[config.mk]
export PLATFORM = sky130hd
export DESIGN_NAME = ws_psum_accumulator
export DESIGN_NICKNAME = d
export VERILOG_FILES = /design/src/rtl/ws_psum_accumulator.sv
export SDC_FILE = /design/constraint.sdc
export NUM_CORES = 1
export LEC_CHECK = 0
export CORE_MARGIN = 5
export CORE_UTILIZATION = 65
export DETAILED_ROUTE_END_ITERATION = 6
export GPL_TIMING_DRIVEN = 1
export PLACE_DENSITY_LB_ADDON = 0.25
export SETUP_SLACK_MARGIN = 0.1
export SYNTH_ARGS = -nofsm -noshare
export SYNTH_HDL_FRONTEND = slang
export SYNTH_SLANG_ARGS = --single-unit
[constraint.sdc]
create_clock -name clk -period 13.4 [get_ports clk]
set_input_delay 3.35 -clock clk [delete_from_list [all_inputs] [get_ports clk]]
set_output_delay 3.35 -clock clk [all_outputs]
set_load 0.01 [all_outputs]
[src/rtl/ws_psum_accumulator.sv]
// Multi-pass partial-sum accumulator behind a weight-stationary PE column.
// Beats accumulate per output position; after the last pass, results drain rounded and saturated.
module ws_psum_accumulator #(
  parameter int PSUM_WIDTH     = 24,
  parameter int PSUM_INT_WIDTH = 10,
  parameter int ACC_WIDTH      = 32,
  parameter int OUT_WIDTH      = 16,
  parameter int OUT_INT_WIDTH  = 8,
  parameter int DEPTH          = 16,
  parameter int CNT_WIDTH      = 8
) (
  input  logic                  clk,
  input  logic                  rst_n,
  input  logic                  clr,
  input  logic                  start,
  input  logic [CNT_WIDTH-1:0]  num_pass,
  input  logic [CNT_WIDTH-1:0]  num_pix,
  input  logic                  psum_i_valid,
  input  logic [PSUM_WIDTH-1:0] psum_i_data,
  output logic                  o_valid,
  input  logic                  o_ready,
  output logic [OUT_WIDTH-1:0]  o_data,
  output logic                  busy,
  output logic                  done,
  output logic                  err_drop
);

  localparam int PSUM_FRAC = PSUM_WIDTH - PSUM_INT_WIDTH;
  localparam int OUT_FRAC  = OUT_WIDTH - OUT_INT_WIDTH;
  localparam int SHIFT     = PSUM_FRAC - OUT_FRAC;
  localparam int AW        = (DEPTH > 1) ? $clog2(DEPTH) : 1;

  localparam logic [CNT_WIDTH-1:0]        ONE     = CNT_WIDTH'(1);
  localparam logic [CNT_WIDTH-1:0]        DEPTH_C = CNT_WIDTH'(DEPTH);
  localparam logic signed [ACC_WIDTH-1:0] ACC_MAX = {1'b0, {(ACC_WIDTH-1){1'b1}}};
  localparam logic signed [ACC_WIDTH-1:0] ACC_MIN = {1'b1, {(ACC_WIDTH-1){1'b0}}};
  localparam logic signed [ACC_WIDTH:0]   RND     = (ACC_WIDTH+1)'(1) << (SHIFT-1);
  localparam logic signed [ACC_WIDTH:0]   OMAX    = (ACC_WIDTH+1)'((2**(OUT_WIDTH-1))-1);
  localparam logic signed [ACC_WIDTH:0]   OMIN    = -OMAX - (ACC_WIDTH+1)'(1);

  typedef enum logic [1:0] {S_IDLE, S_ACCUM, S_DRAIN} state_t;

  state_t r_state, w_next;

  logic [CNT_WIDTH-1:0] r_num_pass, r_num_pix;
  logic [CNT_WIDTH-1:0] r_pass_cnt, r_pix_ptr, r_rd_ptr;
  logic signed [ACC_WIDTH-1:0] r_buf [DEPTH];

  logic                        w_beat, w_pix_last, w_pass_last, w_final_hs, w_load;
  logic signed [ACC_WIDTH-1:0] w_ext, w_old, w_sat, w_rd;
  logic signed [ACC_WIDTH:0]   w_sum, w_rnd, w_shr;
  logic [OUT_WIDTH-1:0]        w_conv;

  assign w_beat      = (r_state == S_ACCUM) && psum_i_valid;
  assign w_pix_last  = (r_pix_ptr == r_num_pix - ONE);
  assign w_pass_last = (r_pass_cnt == r_num_pass - ONE);
  // r_rd_ptr == r_num_pix means every entry has been issued; only the final beat may remain in flight.
  assign w_final_hs  = (r_state == S_DRAIN) && o_valid && o_ready && (r_rd_ptr == r_num_pix);
  assign w_load      = (r_state == S_DRAIN) && (!o_valid || o_ready) && (r_rd_ptr != r_num_pix);
  assign busy        = (r_state != S_IDLE);

  assign w_ext = {{(ACC_WIDTH-PSUM_WIDTH){psum_i_data[PSUM_WIDTH-1]}}, psum_i_data};
  assign w_old = r_buf[r_pix_ptr[AW-1:0]];
  assign w_sum = {w_old[ACC_WIDTH-1], w_old} + {w_ext[ACC_WIDTH-1], w_ext};

  always_comb begin
    w_sat = w_sum[ACC_WIDTH-1:0];
    if (w_sum[ACC_WIDTH] != w_sum[ACC_WIDTH-1]) begin
      w_sat = w_sum[ACC_WIDTH] ? ACC_MIN : ACC_MAX;
    end
  end

  assign w_rd  = r_buf[r_rd_ptr[AW-1:0]];
  assign w_rnd = {w_rd[ACC_WIDTH-1], w_rd} + RND;
  assign w_shr = w_rnd >>> SHIFT;

  always_comb begin
    w_conv = w_shr[OUT_WIDTH-1:0];
    if (w_shr > OMAX) begin
      w_conv = {1'b0, {(OUT_WIDTH-1){1'b1}}};
    end else if (w_shr < OMIN) begin
      w_conv = {1'b1, {(OUT_WIDTH-1){1'b0}}};
    end
  end

  always_ff @(posedge clk or negedge rst_n) begin
    if (!rst_n) begin
      r_state <= S_IDLE;
    end else begin
      r_state <= w_next;
    end
  end

  always_comb begin
    w_next = r_state;
    case (r_state)
      S_IDLE:  if (start) w_next = S_ACCUM;
      S_ACCUM: if (psum_i_valid && w_pix_last && w_pass_last) w_next = S_DRAIN;
      S_DRAIN: if (w_final_hs) w_next = S_IDLE;
      default: w_next = S_IDLE;
    endcase
    if (clr) begin
      w_next = S_IDLE;
    end
  end

  always_ff @(posedge clk or negedge rst_n) begin
    if (!rst_n) begin
      r_num_pass <= '0;
      r_num_pix  <= '0;
      r_pass_cnt <= '0;
      r_pix_ptr  <= '0;
      r_rd_ptr   <= '0;
      o_valid    <= 1'b0;
      o_data     <= '0;
      done       <= 1'b0;
      err_drop   <= 1'b0;
    end else if (clr) begin
      r_pass_cnt <= '0;
      r_pix_ptr  <= '0;
      r_rd_ptr   <= '0;
      o_valid    <= 1'b0;
      done       <= 1'b0;
      err_drop   <= 1'b0;
    end else begin
      done <= 1'b0;
      if (psum_i_valid && r_state != S_ACCUM) begin
        err_drop <= 1'b1;
      end
      case (r_state)
        S_IDLE: begin
          if (start) begin
            r_num_pass <= (num_pass == '0) ? ONE : num_pass;
            r_num_pix  <= (num_pix == '0) ? ONE : ((num_pix > DEPTH_C) ? DEPTH_C : num_pix);
            r_pass_cnt <= '0;
            r_pix_ptr  <= '0;
            r_rd_ptr   <= '0;
          end
        end
        S_ACCUM: begin
          if (psum_i_valid) begin
            if (w_pix_last) begin
              r_pix_ptr  <= '0;
              r_pass_cnt <= r_pass_cnt + ONE;
            end else begin
              r_pix_ptr <= r_pix_ptr + ONE;
            end
          end
        end
        S_DRAIN: begin
          if (w_final_hs) begin
            o_valid <= 1'b0;
            done    <= 1'b1;
          end else if (w_load) begin
            o_data   <= w_conv;
            o_valid  <= 1'b1;
            r_rd_ptr <= r_rd_ptr + ONE;
          end
        end
        default: ;
      endcase
    end
  end

  // First pass overwrites, so stale contents from an aborted job never leak into results.
  always_ff @(posedge clk) begin
    if (!clr && w_beat) begin
      r_buf[r_pix_ptr[AW-1:0]] <= (r_pass_cnt == '0) ? w_ext : w_sat;
    end
  end

endmodule

# Yosys cells after proc, flatten, opt, wreduce, memory -nomap -nowiden
# Memories as Yosys holds them, arrays and structs flattened.
# Index checks and enable logic that the tools add are counted.
# op_classes
addsub,7
n_eq_ne,15
reduce_logical,30
bitwise,2
order_cmp,3
muxes,37
# ops
op,n
$mux W8,13
$mux W32,3
$pmux W8 S2,3
$add A32 B24 Y33,1
$add A32 B7 Y33 const B,1
$mux W16,2
$gt A27 B16 Y1 const B,1
$lt A27 B16 Y1 const B,1
$add A8 B1 Y8 const B,3
$eq A8 B8 Y1,3
$logic_not A8 Y1,3
$ne A3 B3 Y1 const B,6
$sub A8 B1 Y8 const B,2
$reduce_and A4 Y1,3
$mux W1,11
$logic_and A1 B1 Y1,10
$reduce_and A3 Y1,3
$reduce_bool A3 Y1,3
$gt A8 B5 Y1 const B,1
$mux W2,4
$ne A8 B8 Y1,1
$pmux W2 S3,1
$reduce_bool A2 Y1,3
$ne A3 B2 Y1 const B,1
other kinds (9),11
# word_totals
out_inout_bits,20
register_bits,61
elab_cells,105
ram_bits,512
memories,1
# memory_table
memory,depth,width,rd,rd_clocked_by_memory_dff,write_ports,line_no,source
r_buf,16,32,2,0,1,47,logic signed [ACC_WIDTH-1:0] r_buf [DEPTH];

# Longest topological paths before layout
# Gate-level depths: netlist (run 1).
# logic_depth
ltp_word,8
ltp_mapped,20
mapped_depth_nobuf,16

# Least setup slack after synthesis (run 1)
# Ideal clock, no wire load.
# synth_timing
kind,input to register
start,input psum_i_data[1]
end,"memory r_buf[0][23], data pin"
n_path_buf,1
arrival_time_ns,6.732
setup_time_ns,0.330
stages,13
setup_slack_ns,6.338
t_required_ns,13.070
cell_sequence,ha_1 -> a21o_1 -> a21oi_1 -> or3_1 -> a31oi_1 -> o2bb2ai_1 -> o311ai_0 -> a31oi_1 -> xnor2_1 -> nor2_2 -> clkbuf_1 -> nor2_1 -> o21ai_0
# synth_via
elab_chain_cells,4
# synth_rtl
element,line_no,source
start: declaration,19,"input logic [PSUM_WIDTH-1:0] psum_i_data,"
$add A32 B24 Y33 (*),64,"assign w_sum = {w_old[ACC_WIDTH-1], w_old} + {w_ext[ACC_WIDTH-1], w_ext};"
$mux W32 / $ne A1 B1 Y1 (equally long branches),"69, 68",
$mux W32 (*),68,if (w_sum[ACC_WIDTH] != w_sum[ACC_WIDTH-1]) begin
$mux W32 (*),168,r_buf[r_pix_ptr[AW-1:0]] <= (r_pass_cnt == '0) ? w_ext : w_sat;
end: declaration,47,
# Every way passes the cells marked *; elsewhere a longest branch is shown, timed or not.

# Worst setup path in the final report (run 1)
# layout_timing
start,input psum_i_data[0]
end,"memory r_buf[8][25], data pin"
# Same word-level chain as after synthesis.

==> flow_metrics.env, run 1 <==
export IMPL_status="finished clean"
export IMPL_via_count=18300
export IMPL_cts_buffers=58
export IMPL_syn_instance_count=1835
export IMPL_cts_reportedPaths_clkPinSlew_ns=0.06
export IMPL_coreArea_um2=44100
export IMPL_postCtsSetupRepairBufs=0
export IMPL_yosys_area_share_simple_pct=6.39
export IMPL_hold_path_class="reg2reg"
export IMPL_syn2layout_area_growth_pct=11.3
export IMPL_cts_repair_resized=0
export IMPL_drcViolationCount=0
export IMPL_drive_gt1_share_pct=21.4
export IMPL_drtIter0Drc=2638
export IMPL_ant_nets=0
export IMPL_syn_nets=1924
export IMPL_antenna_found_initial=1
export IMPL_cp_max_fo=17
export IMPL_drt_pass1_iter_count=6
export IMPL_irDropWorstVdd_uv=117
export IMPL_critical_path_class="in2reg"
export IMPL_clk_insertion_delay_late_ns=0.63
export IMPL_fin_crit_sh_pct=59.6
export IMPL_initial_core_util_pct=65.6
export IMPL_cp_data_arrival_time_ns=8.27
export IMPL_leakage_uw=0.0104
export IMPL_avgSynthCellArea_um2=15.8
export IMPL_synth_edf_count=512
export IMPL_cts_buffer_depth=3
export IMPL_slew_limit_headroom_pct=26.6
export IMPL_synthFlopType="edfxtp_1"
export IMPL_final_area_um2=32200
export IMPL_wirelength_mm=76.8
export IMPL_cap_violations=0
export IMPL_avgViaCountPerCell=7.19
export IMPL_placed_cell_area_um2=30300
export IMPL_fmax_mhz=125
export IMPL_synth_top_area_share_pct=53.1
export IMPL_async_flop_share_pct=10.6
export IMPL_synth_top_family_by_area="multiplexers"
export IMPL_clock_sinks=573
export IMPL_fin_skew_ns=0.0217
export IMPL_die_h_um=221
export IMPL_yosys_cell_types_count=81
export IMPL_synth_compound_area_share_pct=7.31
export IMPL_rows=77
export IMPL_die_x_um=221
export IMPL_grt_use_total_pct=31.2
export IMPL_worst_slew_pin_slew_ns=1.10
export IMPL_synth_area_um2=28900
export IMPL_period_needed_ns=7.99
export IMPL_rsz0062_at_grt="no"
export IMPL_ios=66
export IMPL_place_congestion=0.939
export IMPL_synth_area_mux_share_pct=20.8
export IMPL_grt_pass1_wl_mm=115
export IMPL_finalSetupTns_ns=0
export IMPL_grt_pass1_vias=18400
export IMPL_grt_max_degree=107
export IMPL_ys_ff_latch=573
export IMPL_synthAdderAreaFrac_pct=2.20
export IMPL_crit_path_start_kind="input port"
export IMPL_drv_slew=0
export IMPL_synth_area_leaders="edfxtp_1 (53%), mux4_2 (17%), dfrtp_1 (5.3%)"
export IMPL_hpwlAfterDp_mm=43.8
export IMPL_setup_viol=0
export IMPL_post_drt_wl_per_cell_um=30.1
export IMPL_rrSetupSlack_ns=6.12
export IMPL_htreeDepth=2
export IMPL_hold_violations=0
export IMPL_cp_end_kind="flop"
export IMPL_total_power_uw=4870
export IMPL_ys_warn_count=0
export IMPL_gr_total_overflow=0
export IMPL_power_density_nw_per_um2=151
export IMPL_yosysTopAreaCell="edfxtp_1"
export IMPL_ys_seq_area_share_pct=58.4
export IMPL_cts_tree="built"
export IMPL_dieArea_um2=48900
export IMPL_critPathRequiredTime_ns=13.68
export IMPL_clock_root_buffer="clkbuf_16"
export IMPL_nNetsFinal=1995
export IMPL_port_buffer_count=65
export IMPL_synth_xor_area_share_pct=2.39
export IMPL_cts_hold_buf=0
-- critical path, stage by stage --
cell and delay (ns):
clkdlybuf4s50_1 0.50, ha_1 0.18, inv_1 0.06, fa_1 0.40, nor2b_1 0.12, o21ai_0 0.13, a211oi_1 0.64, o21ai_0 0.23
nand3b_1 0.20, a221oi_1 0.12, a21oi_1 0.35, o31ai_2 0.24, nor2_2 0.81, nor2_1 0.11, o21ai_1 0.81
-- path summary, 6_finish.rpt --
path                                start           end  cells past startpoint
hold reg to reg                  err_drop      err_drop                      2
max in group asynchronous           rst_n   r_rd_ptr[1]                      2
setup / recovery           psum_i_data[0]  r_buf[8][25]                     15
setup reg to reg             r_pix_ptr[0]  r_buf[8][25]                     15
hold / removal                   err_drop      err_drop                      2
min in group asynchronous           rst_n  r_num_pix[0]                      2
-- cells by family (layout without fill, tap and decap cells) --
| family | after synthesis | count (layout) |
|---|---|---|
| compound gates | 306 | 306 |
| mux | 306 | 306 |
| simple gates | 389 | 389 |
| buf+inv | 130 | 251 |
| flops | 573 | 573 |
| other cells | 0 | 1 |
| xor+xnor | 79 | 79 |
| fa+ha+maj | 52 | 52 |
-- final cells by class --
class | count | area, um^2
Fill cell | 2721 | 11900
Timing Repair Buffer | 116 | 1070
Multi-Input combinational cell | 1132 | 11400
Tap cell | 592 | 741
Antenna cell | 1 | 2.50
Sequential cell | 573 | 16900
Clock buffer | 73 | 1510
Inverter | 25 | 93.8
Clock inverter | 37 | 457
-- synthesized netlist by cell type (13+ instances only) --
cell and instances:
edfxtp_1 512, mux4_2 223, nand2_1 134, nor2_1 102
o21ai_0 87, mux2i_1 72, dfrtp_1 61, clkbuf_1 53
a21oi_1 46, ha_1 42, xnor2_1 42, xor2_1 37
a221oi_1 35, nand3_1 31, a22oi_1 29, a21o_1 27
inv_1 25, nor3_1 19, buf_1 17, nand4_1 15
buf_6 13, nor2b_1 13
-- through the flow --
stage               util (%)  instances  hold slack [ns]  worst slack (ns)
CTS                     73.0       2548            0.507              5.10
finish                  73.0       2549            0.502              5.41
global route            73.0       2548            0.545              5.00
floorplan                  -       1835            0.467              6.34
detailed placement      68.6       2438            0.493              4.40
global placement        68.6       2438            0.480              4.70
-- layer usage --
| layer | part of all wire, % | GRT usage, % | vias up |
|---|---|---|---|
| met3 | 12 | 7.96 | 235 |
| met2 | 48 | 50.4 | 1211 |
| met1 | 36 | 41.7 | 9275 |
| li1 | - | - | 7603 |
| met5 | 0 | 0 | - |
| met4 | 4.4 | 12.1 | 0 |
-- cells in the final DEF, fill, tap and decap left out, types with 12 or more instances in the layout --
master / count
nor2_4: 12
o21ai_0: 77
nor2b_1: 12
buf_4: 48
dfrtp_1: 55
clkbuf_1: 15
edfxtp_1: 512
mux4_2: 223
nand2_1: 134
o21ai_1: 19
nand3_1: 31
ha_1: 42
clkdlybuf4s50_1: 64
nor2_1: 90
a221oi_1: 35
inv_1: 25
a21o_1: 27
xor2_1: 37
mux2i_1: 72
a22oi_1: 29
nand4_1: 15
clkbuf_16: 58
nor3_1: 15
a21oi_1: 46
xnor2_1: 42
-- power by group --
part / leakage, uW / internal (uW) / switching [uW] / total (uW)
clock: 0.000950 / 991 / 688 / 1680
combinational: 0.00410 / 432 / 587 / 1020
sequential: 0.00538 / 2120 / 53.0 / 2170
-- registers in the layout, summed over array words and instances, names as in the netlist --
signal and cells:
o_data 16, err_drop 1, r_state 2, r_rd_ptr 8, r_num_pass 8, r_num_pix 8, r_pass_cnt 8, o_valid 1
done 1, r_buf 512, r_pix_ptr 8
Note: power is estimated with default switching activity, not from simulation.
==> run 2, diff against run 1 <==
- CORE_UTILIZATION: 65 -> 63
- clock period: 13.4 -> 7.7 ns (I/O delays scaled with it)
==> flow_metrics.env, run 2 (same netlist as run 1, synthesis figures left out) <==
export IMPL_cap_violations=0
export IMPL_hold_violations=0
export IMPL_fmax_mhz=146
export IMPL_grt_max_degree=62
export IMPL_finalSetupTns_ns=0
export IMPL_setup_viol=0
export IMPL_place_congestion=0.940
export IMPL_die_h_um=224
export IMPL_cts_buffer_depth=3
export IMPL_status="finished clean"
export IMPL_drtIter0Drc=2461
export IMPL_critical_path_class="reg2reg"
export IMPL_drcViolationCount=0
export IMPL_cp_max_fo=41
export IMPL_leakage_uw=0.0106
export IMPL_coreArea_um2=45400
export IMPL_dp_cells=2472
export IMPL_ant_nets=0
export IMPL_final_cell_mix="edfxtp_1 (512), mux4_2 (223), nand2_1 (134)"
export IMPL_crit_path_start_kind="flop"
export IMPL_layout_cells_non_filler=2578
export IMPL_dieArea_um2=50300
export IMPL_postCtsSetupRepairBufs=0
export IMPL_fin_skew_ns=0.0298
export IMPL_post_drt_wl_per_cell_um=29.9
export IMPL_port_buffer_count=65
export IMPL_cp_end_kind="flop"
export IMPL_cts_buffers=57
export IMPL_syn2layout_area_growth_pct=12.1
export IMPL_drt_pass1_iter_count=6
export IMPL_largest_reg_flops=512
export IMPL_grt_pass1_wl_mm=115
export IMPL_cts_hold_buf=0
export IMPL_wirelength_mm=77.1
export IMPL_htreeDepth=2
export IMPL_initial_core_util_pct=63.8
export IMPL_drv_slew=0
export IMPL_die_x_um=224
export IMPL_clk_insertion_delay_late_ns=0.63
export IMPL_fin_crit_sh_pct=88.9
export IMPL_hold_path_class="reg2reg"
export IMPL_clock_sinks=573
export IMPL_grt_pass1_vias=18400
export IMPL_avgViaCountPerCell=7.19
export IMPL_nNetsFinal=2020
export IMPL_clock_root_buffer="clkbuf_16"
export IMPL_cts_reportedPaths_clkPinSlew_ns=0.06
export IMPL_gr_total_overflow=0
export IMPL_antenna_found_initial=1
export IMPL_final_common_cell="edfxtp_1"
export IMPL_via_count=18500
export IMPL_cts_repair_resized=0
export IMPL_ios=66
export IMPL_slew_limit_headroom_pct=9.64
export IMPL_rows=78
export IMPL_drive_gt1_share_pct=22.2
export IMPL_period_needed_ns=6.84
export IMPL_cp_data_arrival_time_ns=7.02
export IMPL_irDropWorstVdd_uv=217
export IMPL_cts_tree="built"
export IMPL_hpwlAfterDp_mm=47.9
export IMPL_critPathRequiredTime_ns=7.88
export IMPL_diodes=0
export IMPL_worst_slew_pin_slew_ns=1.35
export IMPL_rsz0062_at_grt="no"
export IMPL_power_density_nw_per_um2=263
export IMPL_grt_use_total_pct=30.7
## run 2: critical path, stage by stage, from the launching register on
cell,delay (ns)
dfrtp_4,1.01
buf_12,0.36
mux4_2,0.59
mux4_2,0.49
ha_1,0.37
a21o_1,0.19
a21o_1,0.18
a21oi_1,0.16
o21a_1,0.21
o2bb2ai_1,0.11
o311ai_0,0.47
a31oi_1,0.24
xnor2_1,1.08
nor2_2,0.09
buf_4,0.23
nand2_1,0.08
nand3_1,0.47
## run 2: through the flow
step                power, uW  util, %  setup WS, ns  hold WS [ns]  instance area, um^2
floorplan                5060        -          1.53         0.467                28900
global placement         5560     67.2          1.02         0.482                30500
detailed placement       5620     67.2         0.887         0.492                30500
CTS                      8540     71.5         0.846         0.508                32500
global route             8830     71.5         0.435         0.535                32500
finish                   8530     71.5         0.858         0.504                32500
## run 2: layout make-up
class                   instances  area [um^2]
flip-flops and latches        573        16900
fillers                      2805        12900
multi-input cells            1132        11400
clock buffers                  71         1520
repair buffers                142         1300
well taps                     600          751
clock inverters                35          443
inverters                      25         93.8
## run 2: worst paths after layout
path | end | cells after the start | startpoint | slack [ns]
worst min register to register | err_drop | 2 | err_drop | 0.50
max in group asynchronous | r_rd_ptr[1] | 2 | rst_n | 5.65
worst max register to register | r_buf[14][27] | 16 | r_pix_ptr[0] | 0.86
min in group asynchronous | r_num_pix[3] | 2 | rst_n | 1.45
worst max-delay path | r_buf[14][27] | 16 | r_pix_ptr[0] | 0.86
worst min-delay path | err_drop | 2 | err_drop | 0.50
## run 2: where the power goes
part | internal (uW) | total [uW] | switching, uW
sequential | 3680 | 3790 | 109
combinational | 791 | 1800 | 1010
clock | 1760 | 2940 | 1180
total | 6230 | 8530 | 2290
## run 2: routing by layer
metal	up-vias	track usage, %	part of all wire (%)
met4	2	11.9	4.2
met1	9417	41.7	36
li1	7664	-	-
met2	1240	50.5	49
met5	-	0	0.017
met3	224	5.57	11
==> run 3, diff against run 2 <==
- CORE_MARGIN: 5 -> 2
==> flow_metrics.env, run 3 (same netlist as run 1, synthesis figures left out) <==
export IMPL_fmax_mhz=148
export IMPL_grt_pass1_vias=18400
export IMPL_drive_gt1_share_pct=22.6
export IMPL_ant_nets=0
export IMPL_timing_rr_start="r_pix_ptr[0]"
export IMPL_clock_root_buffer="clkbuf_16"
export IMPL_hold_violations=0
export IMPL_clk_insertion_delay_late_ns=0.64
export IMPL_htreeDepth=2
export IMPL_power_frac_clock_pct=32.7
export IMPL_gr_total_overflow=0
export IMPL_ios=66
export IMPL_cp_max_fo=45
export IMPL_cap_violations=0
export IMPL_clock_sinks=573
export IMPL_dieArea_um2=47700
export IMPL_via_count=18400
export IMPL_drtIter0Drc=2443
export IMPL_hold_path_class="reg2reg"
export IMPL_total_power_uw=8300
export IMPL_fillCellCount=2847
export IMPL_postCtsSetupRepairBufs=0
export IMPL_post_drt_wl_per_cell_um=29.5
export IMPL_grt_pass1_wl_mm=114
export IMPL_critPathRequiredTime_ns=8.00
export IMPL_largest_reg_flops=512
export IMPL_cts_buffer_depth=3
export IMPL_cp_data_arrival_time_ns=7.07
export IMPL_slowest_stage="dfrtp_4"
export IMPL_finalSetupTns_ns=0
export IMPL_cts_tree="built"
export IMPL_setup_viol=0
export IMPL_cp_end_kind="flop"
export IMPL_power_density_nw_per_um2=257
export IMPL_critical_path_cell_chain="buf_4, mux4_2, mux4_2, ha_1, a21o_1, a21oi_1, a31oi_1, buf_4, o2bb2ai_1, o311ai_0, a31oi_1, xnor2_1, o21ai_2, buf_4, o21ai_1"
export IMPL_hold_end="err_drop"
export IMPL_p_sw_uw=2330
export IMPL_critPathMaxStageDelay_ns=1.08
export IMPL_grt_use_total_pct=32.9
export IMPL_crit_top_cell="buf_4"
export IMPL_coreArea_um2=45400
export IMPL_place_congestion=0.931
export IMPL_period_needed_ns=6.77
export IMPL_min_delay_path_depth=2
export IMPL_grt_max_degree=62
export IMPL_power_share_switching_pct=28.1
export IMPL_wirelength_mm=76.3
export IMPL_drt_pass1_iter_count=6
export IMPL_critical_path_class="reg2reg"
export IMPL_rrSetupSlack_ns=0.93
export IMPL_port_buffer_count=65
export IMPL_rows=78
export IMPL_worst_slew_pin_slew_ns=1.14
export IMPL_crit_path_start_kind="flop"
export IMPL_antenna_found_initial=2
export IMPL_die_x_um=218
export IMPL_fin_skew_ns=0.0212
export IMPL_leakage_uw=0.0105
export IMPL_final_common_cell="edfxtp_1"
export IMPL_initial_core_util_pct=63.8
export IMPL_rsz0062_at_grt="no"
export IMPL_startpoint="r_pix_ptr[0]"
export IMPL_cts_buffers=58
export IMPL_hpwlAfterDp_mm=47.2
export IMPL_worstHoldStart="err_drop"
export IMPL_nNetsFinal=2023
export IMPL_reg2regPathDepth=15
export IMPL_internal_power_uw=5970
export IMPL_drv_slew=0
export IMPL_p_comb_share_pct=21.6
export IMPL_cts_repair_resized=0
export IMPL_fin_crit_sh_pct=87.9
export IMPL_status="finished clean"
export IMPL_irDropWorstVdd_uv=206
export IMPL_cts_hold_buf=0
export IMPL_cts_reportedPaths_clkPinSlew_ns=0.06
export IMPL_drcViolationCount=0
export IMPL_r2r_end="r_buf[1][20]"
export IMPL_die_h_um=218
export IMPL_seqPwrFrac_pct=45.7
export IMPL_final_cell_mix="edfxtp_1 (512), mux4_2 (223), nand2_1 (134)"
export IMPL_syn2layout_area_growth_pct=11.7
export IMPL_avgViaCountPerCell=7.11
export IMPL_slew_limit_headroom_pct=23.4
[run 3: cell count changes in the layout (fill, tap and decap cells not counted), moves of 3 or more]
cell / change
buf_4: +3
bufinv_16: -8
clkbuf_1: -3
clkinv_2: +8
[run 3: how the worst max path moves through the flow]
stage,end,slack (ns),cells past startpoint
floorplan,r_buf[0][23],1.53,17
global placement,r_buf[12][5],0.87,15
detailed placement,r_buf[14][5],0.69,15
CTS,r_buf[0][7],0.70,14
global route,r_buf[1][20],0.39,15
finish,r_buf[1][20],0.93,15
[run 3: power groups by stage]
stage                     Sequential, uW  Combinational (uW)  Clock (uW)
after floorplan                     3820                1240           0
after global placement              3860                1720           0
after detailed placement            3860                1770           0
after CTS                           3800                1770        2740
after global routing                3810                1950        2870
final                               3800                1790        2710
[run 3: cell type report]
cell class	instances	area, um^2	area share (%)
Antenna cell	1	2.50	0.00774
Clock buffer	67	1490	4.59
Clock inverter	42	342	1.06
Inverter	25	93.8	0.290
Multi-Input combinational cell	1132	11400	35.4
Sequential cell	573	16900	52.3
Tap cell	600	751	2.32
Timing Repair Buffer	144	1300	4.03
[run 3: critical path, delay by kind of cell, from the launching register on]
| family | cells | cell delay (ns) |
|---|---|---|
| compound gates | 8 | 2.34 |
| buf+inv | 3 | 0.88 |
| flops | 1 | 1.08 |
| xor+xnor | 1 | 0.71 |
| mux | 2 | 1.02 |
| fa+ha+maj | 1 | 0.36 |
[run 3: per-stage QoR]
step | cell area [um^2] | util [%] | cells | hold WS [ns] | worst slack [ns]
after CTS | 32300 | 71.2 | 2583 | 0.509 | 0.704
final | 32300 | 71.2 | 2584 | 0.507 | 0.933
after global placement | 30500 | 67.2 | 2474 | 0.489 | 0.872
after floorplan | 28900 | - | 1835 | 0.467 | 1.53
after detailed placement | 30500 | 67.2 | 2474 | 0.493 | 0.690
after global routing | 32300 | 71.2 | 2583 | 0.532 | 0.389
[run 3: metal layers]
| metal | part of all wire (%) | global-route usage [%] | vias up | wire length, um |
|---|---|---|---|---|
| met4 | 3.8 | 12.0 | 2 | 2860 |
| met1 | 37 | 44.1 | 9315 | 28000 |
| met3 | 12 | 8.59 | 230 | 8960 |
| met5 | 0.012 | 0 | - | 9 |
| li1 | - | - | 7663 | - |
| met2 | 48 | 52.4 | 1164 | 36500 |
